==> src/rtl/fft_pkg.sv <==
// fft_pkg: shared constants, complex sample type and index bit-reversal
// for the FFT output path; imported by the serializer, its bank and bus.
package fft_pkg;

  localparam int FFT_N     = 8;
  localparam int FFT_LOG2N = $clog2(FFT_N);
  localparam int FFT_CW    = 25;
  localparam int FFT_DW    = 2 * FFT_CW;

  typedef struct packed {
    logic signed [FFT_CW-1:0] re;
    logic signed [FFT_CW-1:0] im;
  } cplx_t;

  // Reverses the low w bits of idx.
  function automatic int unsigned bitrev(
    input int unsigned idx,
    input int unsigned w = FFT_LOG2N
  );
    int unsigned r;
    r = 0;
    for (int unsigned b = 0; b < w; b++) begin
      r = r | (((idx >> b) & 32'd1) << (w - 1 - b));
    end
    return r;
  endfunction

endpackage

==> src/rtl/fft_frame_serializer_if.sv <==
// fft_frame_serializer_if: parallel frame in, natural-order sample stream out.
// master drives frames / sample ready; slave (serializer) drives the rest.
interface fft_frame_serializer_if #(
  parameter int N  = fft_pkg::FFT_N,
  parameter int CW = fft_pkg::FFT_CW
);
  localparam int LOG2N = $clog2(N);
  localparam int DW    = 2 * CW;

  logic [DW-1:0]    frame_i [N];
  logic             frame_valid_i;
  logic             frame_ready_o;
  logic [DW-1:0]    sample_o;
  logic [LOG2N-1:0] sample_idx_o;
  logic             sample_valid_o;
  logic             sample_last_o;
  logic             sample_ready_i;

  modport master (
    output frame_i,
    output frame_valid_i,
    input  frame_ready_o,
    input  sample_o,
    input  sample_idx_o,
    input  sample_valid_o,
    input  sample_last_o,
    output sample_ready_i
  );

  modport slave (
    input  frame_i,
    input  frame_valid_i,
    output frame_ready_o,
    output sample_o,
    output sample_idx_o,
    output sample_valid_o,
    output sample_last_o,
    input  sample_ready_i
  );

endinterface

==> src/rtl/fft_bank_pingpong.sv <==
// fft_bank_pingpong: two frame banks with full flags and write pointer.
// Ports: clk_i/rst_ni, i_frame/i_wr_en write, i_rd_ptr/i_rd_addr/i_rd_clr read,
// o_full, o_wr_ptr, o_rd_data.
module fft_bank_pingpong
  import fft_pkg::*;
#(
  parameter int N  = FFT_N,
  parameter int DW = FFT_DW
) (
  input  logic                 clk_i,
  input  logic                 rst_ni,
  input  logic [DW-1:0]        i_frame [N],
  input  logic                 i_wr_en,
  input  logic                 i_rd_ptr,
  input  logic [$clog2(N)-1:0] i_rd_addr,
  input  logic                 i_rd_clr,
  output logic [1:0]           o_full,
  output logic                 o_wr_ptr,
  output logic [DW-1:0]        o_rd_data
);

  logic [DW-1:0] r_bank [2][N];
  logic [1:0]    r_full;
  logic          r_wr_ptr;

  always_ff @(posedge clk_i) begin
    if (i_wr_en) begin
      for (int j = 0; j < N; j++) begin
        r_bank[r_wr_ptr][j] <= i_frame[j];
      end
    end
  end

  // Write and clear never hit the same bank: a write needs the bank
  // empty, a clear needs it full.
  always_ff @(posedge clk_i or negedge rst_ni) begin
    if (!rst_ni) begin
      r_full   <= '0;
      r_wr_ptr <= 1'b0;
    end else begin
      if (i_wr_en) begin
        r_full[r_wr_ptr] <= 1'b1;
        r_wr_ptr         <= ~r_wr_ptr;
      end
      if (i_rd_clr) begin
        r_full[i_rd_ptr] <= 1'b0;
      end
    end
  end

  assign o_full    = r_full;
  assign o_wr_ptr  = r_wr_ptr;
  assign o_rd_data = r_bank[i_rd_ptr][i_rd_addr];

endmodule

==> src/rtl/fft_frame_serializer.sv <==
// fft_frame_serializer: bit-reversed parallel frame -> natural-order stream.
// Ports: clk_i, rst_ni, bus (slave). Option: FFT_SERIALIZER_OUT_SCALE_EN.
module fft_frame_serializer
  import fft_pkg::*;
#(
  parameter int N  = FFT_N,
  parameter int CW = FFT_CW
) (
  input  logic                  clk_i,
  input  logic                  rst_ni,
  fft_frame_serializer_if.slave bus
);

  localparam int LOG2N = $clog2(N);
  localparam int DW    = 2 * CW;

  localparam logic [0:0] RD_IDLE   = 1'b0;
  localparam logic [0:0] RD_STREAM = 1'b1;

  logic [1:0]       w_full;
  logic             w_wr_ptr;
  logic             w_frame_ready;
  logic             w_wr_en;
  logic [0:0]       w_rd_state;
  logic             w_valid;
  logic             w_last;
  logic             w_fire;
  logic             w_rd_clr;
  logic [LOG2N-1:0] w_rd_addr;
  logic [DW-1:0]    w_rd_data;
  logic [DW-1:0]    w_out;

  logic             r_rd_ptr;
  logic [LOG2N-1:0] r_rd_idx;

  assign w_frame_ready = !w_full[w_wr_ptr];
  assign w_wr_en       = bus.frame_valid_i && w_frame_ready;

  // The read bank's full flag is the read state.
  assign w_rd_state = w_full[r_rd_ptr];
  assign w_valid    = (w_rd_state == RD_STREAM);
  assign w_last     = w_valid && (r_rd_idx == LOG2N'(N - 1));
  assign w_fire     = w_valid && bus.sample_ready_i;
  assign w_rd_clr   = w_fire && w_last;
  assign w_rd_addr  = LOG2N'(bitrev(32'(r_rd_idx), LOG2N));

  fft_bank_pingpong #(
    .N  (N),
    .DW (DW)
  ) u_bank (
    .clk_i     (clk_i),
    .rst_ni    (rst_ni),
    .i_frame   (bus.frame_i),
    .i_wr_en   (w_wr_en),
    .i_rd_ptr  (r_rd_ptr),
    .i_rd_addr (w_rd_addr),
    .i_rd_clr  (w_rd_clr),
    .o_full    (w_full),
    .o_wr_ptr  (w_wr_ptr),
    .o_rd_data (w_rd_data)
  );

  always_ff @(posedge clk_i or negedge rst_ni) begin
    if (!rst_ni) begin
      r_rd_ptr <= 1'b0;
      r_rd_idx <= '0;
    end else if (w_fire) begin
      if (w_last) begin
        r_rd_idx <= '0;
        r_rd_ptr <= ~r_rd_ptr;
      end else begin
        r_rd_idx <= r_rd_idx + 1'b1;
      end
    end
  end

`ifdef FFT_SERIALIZER_OUT_SCALE_EN
  // Divide by N, round half up; one guard bit keeps the add exact.
  function automatic logic [CW-1:0] scale(
    input logic [CW-1:0] x
  );
    logic signed [CW:0] s;
    s = $signed({x[CW-1], x}) + $signed((CW+1)'(N / 2));
    return CW'(s >>> LOG2N);
  endfunction

  assign w_out = {scale(w_rd_data[DW-1:CW]),
                  scale(w_rd_data[CW-1:0])};
`else
  assign w_out = w_rd_data;
`endif

  assign bus.frame_ready_o  = w_frame_ready;
  assign bus.sample_valid_o = w_valid;
  assign bus.sample_last_o  = w_last;
  assign bus.sample_o       = w_valid ? w_out : '0;
  assign bus.sample_idx_o   = w_valid ? r_rd_idx : '0;

endmodule

==> src/flat_wrapper.sv <==
// flat-port wrapper written by rule: the top's interface ports become plain ports
module fft_frame_serializer_flat import fft_pkg::*;
#(
  parameter int N  = FFT_N,
  parameter int CW = FFT_CW
)
  (clk_i, rst_ni, bus_frame_i, bus_frame_valid_i, bus_frame_ready_o, bus_sample_o, bus_sample_idx_o, bus_sample_valid_o, bus_sample_last_o, bus_sample_ready_i);
  fft_frame_serializer_if #(.N(N), .CW(CW)) bus_i ();
  input  logic clk_i;
  input  logic rst_ni;
  input wire logic [$bits(bus_i.frame_i)-1:0] bus_frame_i;
  input wire logic [$bits(bus_i.frame_valid_i)-1:0] bus_frame_valid_i;
  output wire logic [$bits(bus_i.frame_ready_o)-1:0] bus_frame_ready_o;
  output wire logic [$bits(bus_i.sample_o)-1:0] bus_sample_o;
  output wire logic [$bits(bus_i.sample_idx_o)-1:0] bus_sample_idx_o;
  output wire logic [$bits(bus_i.sample_valid_o)-1:0] bus_sample_valid_o;
  output wire logic [$bits(bus_i.sample_last_o)-1:0] bus_sample_last_o;
  input wire logic [$bits(bus_i.sample_ready_i)-1:0] bus_sample_ready_i;
  assign bus_i.frame_i = {>>{bus_frame_i}};
  assign bus_i.frame_valid_i = bus_frame_valid_i;
  assign bus_frame_ready_o = bus_i.frame_ready_o;
  assign bus_sample_o = bus_i.sample_o;
  assign bus_sample_idx_o = bus_i.sample_idx_o;
  assign bus_sample_valid_o = bus_i.sample_valid_o;
  assign bus_sample_last_o = bus_i.sample_last_o;
  assign bus_i.sample_ready_i = bus_sample_ready_i;
  fft_frame_serializer #(.N(N), .CW(CW)) u_core (.clk_i(clk_i), .rst_ni(rst_ni), .bus(bus_i));
endmodule
==> config.mk <==
export PLATFORM = sky130hd
export DESIGN_NAME = fft_frame_serializer_flat
export DESIGN_NICKNAME = d
export VERILOG_FILES = /design/src/rtl/fft_pkg.sv /design/src/rtl/fft_frame_serializer_if.sv /design/src/rtl/fft_bank_pingpong.sv /design/src/rtl/fft_frame_serializer.sv /design/src/flat_wrapper.sv
export SDC_FILE = /design/constraint.sdc
export NUM_CORES = 1
export LEC_CHECK = 0
export CAP_MARGIN = 20
export CORE_MARGIN = 2
export CORE_UTILIZATION = 54
export DETAILED_ROUTE_END_ITERATION = 10
export PLACE_DENSITY = 0.8
export SYNTH_ARGS = -nofsm -noshare
export SYNTH_HDL_FRONTEND = slang
export SYNTH_SLANG_ARGS = --single-unit
==> constraint.sdc <==
create_clock -name clk_i -period 34.4 [get_ports clk_i]
set_clock_uncertainty 0.1 [all_clocks]
set_input_delay 6.88 -clock clk_i [delete_from_list [all_inputs] [get_ports clk_i]]
set_output_delay 6.88 -clock clk_i [all_outputs]
set_load 0.01 [all_outputs]
==> run_results.csv, run 1 <==
group,metric,value,unit
finish,nFillCells,3474,
global_routing,antenna_found_initial,16,
placement,io_buffers,459,
placement,hpwl,41980,um
cts,path_clk_slew,60,ps
power,p_sw,850.7,uW
setup_path,critical_path.max_fanout,51,
power,power-per-cell-area,78.23,nW/um^2
global_routing,grt.overflow.total,0,
synthesis,ys_seq_area_frac,0.7871,
cts,clockBufferDepth,3,
setup_path,path_cells,"buf_4 > buf_4 > mux4_1 > mux2i_1 > o22ai_1 > clkdlybuf4s50_1",
synthesis,avgSynthCellArea,24.52,um^2
route,viasPerCell,5.810,
setup_path,crit_path_start_kind,"flop",
synthesis,yosysMostFrequentCell,"edfxtp_1",
floorplan,die_w,242.6,um
power,p_clk_frac,0.271,
route,drt-total-wl,67010,um
cts,cts_resized,0,
synthesis,yosysWarnings,0,
route,drtAntennaViolNets,0,
power,switching_share,0.2823,
placement,routabilityCongestion,0.7749,
synthesis,async_flop_share,0.008674,
setup_path,required,27420,ps
route,route.vias.total,14930,
finish,drive_gt1_frac,0.1721,
synthesis,synth_area,30740,um^2
power,p_seq_frac,0.425,
floorplan,die-area,58850,um^2
power,ir_drop,63.85,uV
setup_path,critical_path.max_stage_delay,890,ps
cts,cts_tree,"yes",
cts,post-cts-setup-buffer-count,0,
setup_path,crit_path_end_kind,"output port",
route,route.detailed.drc,0,
sta,grt_setup_unrepaired,"no",
sta,layout_min_cycle_time,11840,ps
synthesis,postSynthRegisterBits,807,
global_routing,grtUsageTotal,0.2299,
sta,fin_ws,22560,ps
synthesis,synth_top_area_frac,0.7814,
floorplan,rows,87,
power,power.internal,2.163,mW
sta,fmax,84.46,MHz
sta,hold_viol_final,0,
cts,cts_buffers,80,
finish,syn2layout_area_growth,25.32,%
setup_path,critPathKind,"reg2out",
floorplan,start_util,0.5452,
cts,clockRootBuffer,"clkbuf_16",
route,drt-pass1-iter-count,5,
sta,max_slew_margin,0.2704,
global_routing,grt_max_degree,175,
synthesis,synth.largest_area_cell,"edfxtp_1",
placement,pre_cts_slack,22970,ps
finish,nets,2153,
global_routing,grt_pass1_vias,16190,
sta,max_slew.worst_pin.slew,1094,ps
synthesis,yosys-top-cells-count,"edfxtp_1 (800), mux4_2 (176), mux2i_1 (101)",
cts,hold_buffers,0,
route,drt_iter0_drc,1266,
route,wl_per_cell,26.09,um
synthesis,yosysUniqueCellTypes,26,
sta,fin_crit_sh,0.3442,
floorplan,num_io_pins,460,
status,status,"finished clean",
cts,clock_sinks,807,
job,maxCapViolCount,0,
synthesis,synth_edf_count,800,
cts,clock_latency,600,ps
hold_path,hp-class,"reg2reg",
synthesis,syn_nets,1660,
setup_path,crit_arrival,4860,ps
setup_path,cp_slowest_cell,"buf_4",
setup_path,cp_common_cell,"buf_4",
sta,fin_tns_setup,0,ps
synthesis,synth_ff_type,"edfxtp_1",
floorplan,die_h,242.6,um
cts,htree_levels,3,
sta,setup_viol,0,
power,leakage,12.54,nW
power,p_comb_frac,0.303,
synthesis,netlist_top_cells_area,"edfxtp_1 (78%), mux4_2 (13%), mux2i_1 (3.3%)",
global_routing,grt_pass1_wl,100000,um
floorplan,core_area,56390,um^2
sta,maxSlewViolCount,0,
synthesis,synthCells,1254,
cells by family after synthesis:
family                     count (synthesis)  share of synthesized area
muxes                                    305                     0.1838
DFF                                      807                     0.7871
AOI/OAI and AO/OA                         54                    0.01107
and+or+nand+nor                           16                   0.002686
buffers and inverters                     70                    0.01449
adders and majority gates                  2                  0.0008139
placed cells by master (no fill, tap or decap), types with 2 or more instances in the layout:
| cell type | n |
|---|---|
| and2_1 | 3 |
| buf_4 | 18 |
| bufinv_16 | 4 |
| clkbuf_1 | 17 |
| clkbuf_16 | 82 |
| clkdlybuf4s50_1 | 459 |
| clkinv_1 | 17 |
| clkinv_2 | 8 |
| clkinv_8 | 3 |
| dfrtp_1 | 4 |
| dfrtp_4 | 3 |
| diode_2 | 12 |
| edfxtp_1 | 800 |
| ha_1 | 2 |
| inv_6 | 3 |
| mux2_2 | 4 |
| mux2i_1 | 101 |
| mux4_1 | 24 |
| mux4_2 | 176 |
| nand2_1 | 5 |
| o22ai_1 | 50 |
power by group through the flow:
stage               clock network, mW  registers, mW  logic (mW)
floorplan                           0           1.31       0.620
global placement                    0           1.29       0.904
detailed placement                  0           1.30       0.916
CTS                             0.835           1.28       0.924
global route                    0.872           1.29       0.971
finish                          0.817           1.28       0.914
worst max-delay path: cells and delay by family (launching register included):
| kind | cells | cell delay, ps |
|---|---|---|
| buffers and inverters | 3 | 2300 |
| AOI/OAI and AO/OA | 1 | 160 |
| muxes | 2 | 840 |
| DFF | 1 | 830 |
flip-flops by register name (all words and copies together) (netlist names):
name,count
u_core.u_bank.r_bank,800
u_core.r_rd_idx,3
u_core.u_bank.o_full,2
u_core.r_rd_ptr,1
u_core.u_bank.o_wr_ptr,1
layer usage:
metal	part of all wire	GRT usage	vias up
met4	0.026	0.08174	14
met5	0.0014	0	-
li1	-	-	6465
met1	0.37	0.2844	7735
met3	0.075	0.05971	122
met2	0.53	0.3957	591
per-stage QoR:
step                      power (mW)  std cells  hold slack [ps]    util  area [um^2]
final                          3.014       2569            501.6  0.6832        38520
after global routing           3.136       2564            521.7  0.6830        38510
after CTS                      3.044       2556            486.2  0.6825        38480
after detailed placement       2.220       2420            475.7  0.6391        36030
after global placement         2.198       2420            464.5  0.6391        36030
after floorplan                1.933       1254            393.0       -        30750
area by class of cell:
cell class / instances / area, um^2 / area share
Timing Repair Buffer: 479 / 4761 / 0.1236
Clock buffer: 100 / 2130 / 0.05528
Clock inverter: 36 / 319.1 / 0.008282
Sequential cell: 807 / 24210 / 0.6284
Multi-Input combinational cell: 377 / 6115 / 0.1587
Inverter: 2 / 15.01 / 0.0003897
Antenna cell: 12 / 30.03 / 0.0007795
Tap cell: 756 / 945.9 / 0.02455
worst paths after layout:
path / from / to / slack [ps] / depth (start not counted)
max: u_core.r_rd_ptr / bus_sample_o[24] / 22560 / 6
min: u_core.u_bank.o_full[1] / u_core.u_bank.o_full[1] / 500 / 2
max reg2reg: u_core.u_bank.o_full[0] / u_core.u_bank.r_bank[0][124] / 30320 / 5
min reg2reg: u_core.u_bank.o_full[1] / u_core.u_bank.o_full[1] / 500 / 2
max in group asynchronous: rst_ni / u_core.r_rd_idx[2] / 27440 / 1
min in group asynchronous: rst_ni / u_core.u_bank.o_full[0] / 6460 / 1
(Power assumes the default switching activity.)
==> run 2, diff against run 1 <==
clock period = 10.9 ns   (was 34.4 ns; I/O delays follow)
==> run 2 against run 1 <==
Effect of this change:
- sequential share of layout area down 0.28 points
- largest cell class unchanged
- critical endpoint is now bus_sample_o[32]
- setup slack worse by 19000 ps
- register-to-register slack worse by 22000 ps
- critical path type unchanged
- clock-buffer cell count down 5
==> run_results.csv, run 2 (synthesized netlist as in run 1, its figures left out) <==
group,metric,value,unit
route,wl_per_cell,26.18,um
cts,clockRootBuffer,"clkbuf_16",
placement,hpwl,40890,um
hold_path,worstHoldStart,"u_core.u_bank.o_full[1]",
cts,clock_sinks,807,
placement,pre_cts_slack,4385,ps
sta,hold_viol_final,0,
global_routing,grtUsageTotal,0.2291,
status,status,"finished clean",
sta,whs,491.0,ps
cts,cts_resized,0,
placement,routabilityCongestion,0.7690,
finish,nets,2149,
route,route.detailed.drc,0,
setup_path,r2r-start,"u_core.u_bank.o_wr_ptr",
finish,nFillCells,3521,
hold_path,worstHoldEndpoint,"u_core.r_rd_ptr",
global_routing,grt.overflow.total,0,
job,maxCapViolCount,0,
route,drt_iter0_drc,1274,
finish,syn2layout_area_growth,25.87,%
hold_path,hp-class,"reg2reg",
power,ir_drop,188.5,uV
finish,multiInputGateArea,6115,um^2
cts,clockBufferDepth,3,
sta,fin_ws,3867,ps
sta,setup_viol,0,
cts,clock_latency,600,ps
setup_path,crit_arrival,4750,ps
sta,max_slew_margin,0.1779,
hold_path,hold_depth,1,
placement,io_buffers,459,
route,route.vias.total,14990,
global_routing,grt_pass1_vias,16290,
setup_path,r2r_slack,7910,ps
floorplan,rows,87,
sta,max_slew.worst_pin.slew,1233,ps
route,drtAntennaViolNets,0,
floorplan,core_area,56390,um^2
floorplan,die_w,242.6,um
cts,cts_buffers,81,
cts,post-cts-setup-buffer-count,0,
sta,grt_setup_unrepaired,"no",
global_routing,grt_max_degree,180,
finish,final_common_cell,"edfxtp_1",
global_routing,antenna_found_initial,27,
route,drt-pass1-iter-count,7,
setup_path,crit_path_start_kind,"flop",
sta,fmax,142.2,MHz
setup_path,reg2reg_depth,5,
sta,maxSlewViolCount,0,
setup_path,required,8620,ps
setup_path,critPathKind,"reg2out",
cts,path_clk_slew,60,ps
setup_path,critical_path.max_fanout,47,
route,drt-total-wl,67520,um
floorplan,start_util,0.5452,
floorplan,die-area,58850,um^2
cts,htree_levels,3,
global_routing,grt_pass1_wl,99660,um
floorplan,num_io_pins,460,
floorplan,die_h,242.6,um
cts,hold_buffers,0,
finish,layout_common_cells,"edfxtp_1 (800), clkdlybuf4s50_1 (459), mux4_2 (176)",
power,power-per-cell-area,249.6,nW/um^2
setup_path,crit_path_end_kind,"output port",
sta,layout_min_cycle_time,7034,ps
finish,seq_area,24210,um^2
finish,drive_gt1_frac,0.1765,
finish,largest-register,"u_core.u_bank.r_bank",
finish,largest_reg_flops,800,
route,viasPerCell,5.812,
sta,fin_crit_sh,0.6453,
setup_path,r2r_end,"u_core.u_bank.r_bank[1][176]",
cts,cts_tree,"yes",
power,leakage,12.61,nW
run 2: metal layers:
| layer | GRT usage | wire length, um |
|---|---|---|
| met5 | 0 | 183 |
| met3 | 0.06502 | 5445 |
| met1 | 0.2767 | 24140 |
| met2 | 0.3929 | 35430 |
| met4 | 0.09022 | 2313 |
run 2: where the power goes:
| group | total [mW] | switching (mW) | internal [mW] | leakage (nW) |
|---|---|---|---|---|
| Combinational | 2.90 | 1.39 | 1.51 | 3.98 |
| Clock | 2.72 | 1.12 | 1.59 | 1.29 |
| Sequential | 4.04 | 0.192 | 3.85 | 7.34 |
| Total | 9.66 | 2.71 | 6.95 | 12.6 |
run 2: cell type report:
| cell class | instances | area share |
|---|---|---|
| Multi-Input combinational cell | 377 | 0.1580 |
| Clock inverter | 52 | 0.01190 |
| Tap cell | 756 | 0.02445 |
| Inverter | 2 | 0.0002910 |
| Sequential cell | 807 | 0.6257 |
| Clock buffer | 95 | 0.05539 |
| Timing Repair Buffer | 474 | 0.1233 |
| Antenna cell | 16 | 0.001035 |
run 2: worst max path at each step:
stage / end / depth (start not counted) / slack [ps] / startpoint
after floorplan: u_core.u_bank.r_bank[0][0] / 1 / -1950 / bus_frame_valid_i
after global placement: bus_sample_o[32] / 6 / 4420 / u_core.r_rd_ptr
after detailed placement: bus_sample_o[32] / 6 / 4380 / u_core.r_rd_ptr
after CTS: bus_sample_o[32] / 6 / 3690 / u_core.r_rd_ptr
after global routing: bus_sample_o[30] / 6 / 3480 / u_core.r_rd_ptr
final: bus_sample_o[32] / 6 / 3870 / u_core.r_rd_ptr
run 2: worst max-delay path: stages (launching register included):
cell and delay (ps):
dfrtp_4 900, buf_4 770, buf_4 820, mux4_1 660, mux2i_1 210, o22ai_1 120, clkdlybuf4s50_1 570
run 2: metrics by stage:
step / util / TNS (ps) / instances / area [um^2] / power [mW]
global placement: 0.6394 / 0 / 2416 / 36050 / 6.948
detailed placement: 0.6394 / 0 / 2416 / 36050 / 7.010
finish: 0.6862 / 0 / 2579 / 38690 / 9.658
global route: 0.6861 / 0 / 2577 / 38690 / 10.04
CTS: 0.6855 / 0 / 2563 / 38650 / 9.753
floorplan: - / -784500 / 1254 / 30760 / 6.032
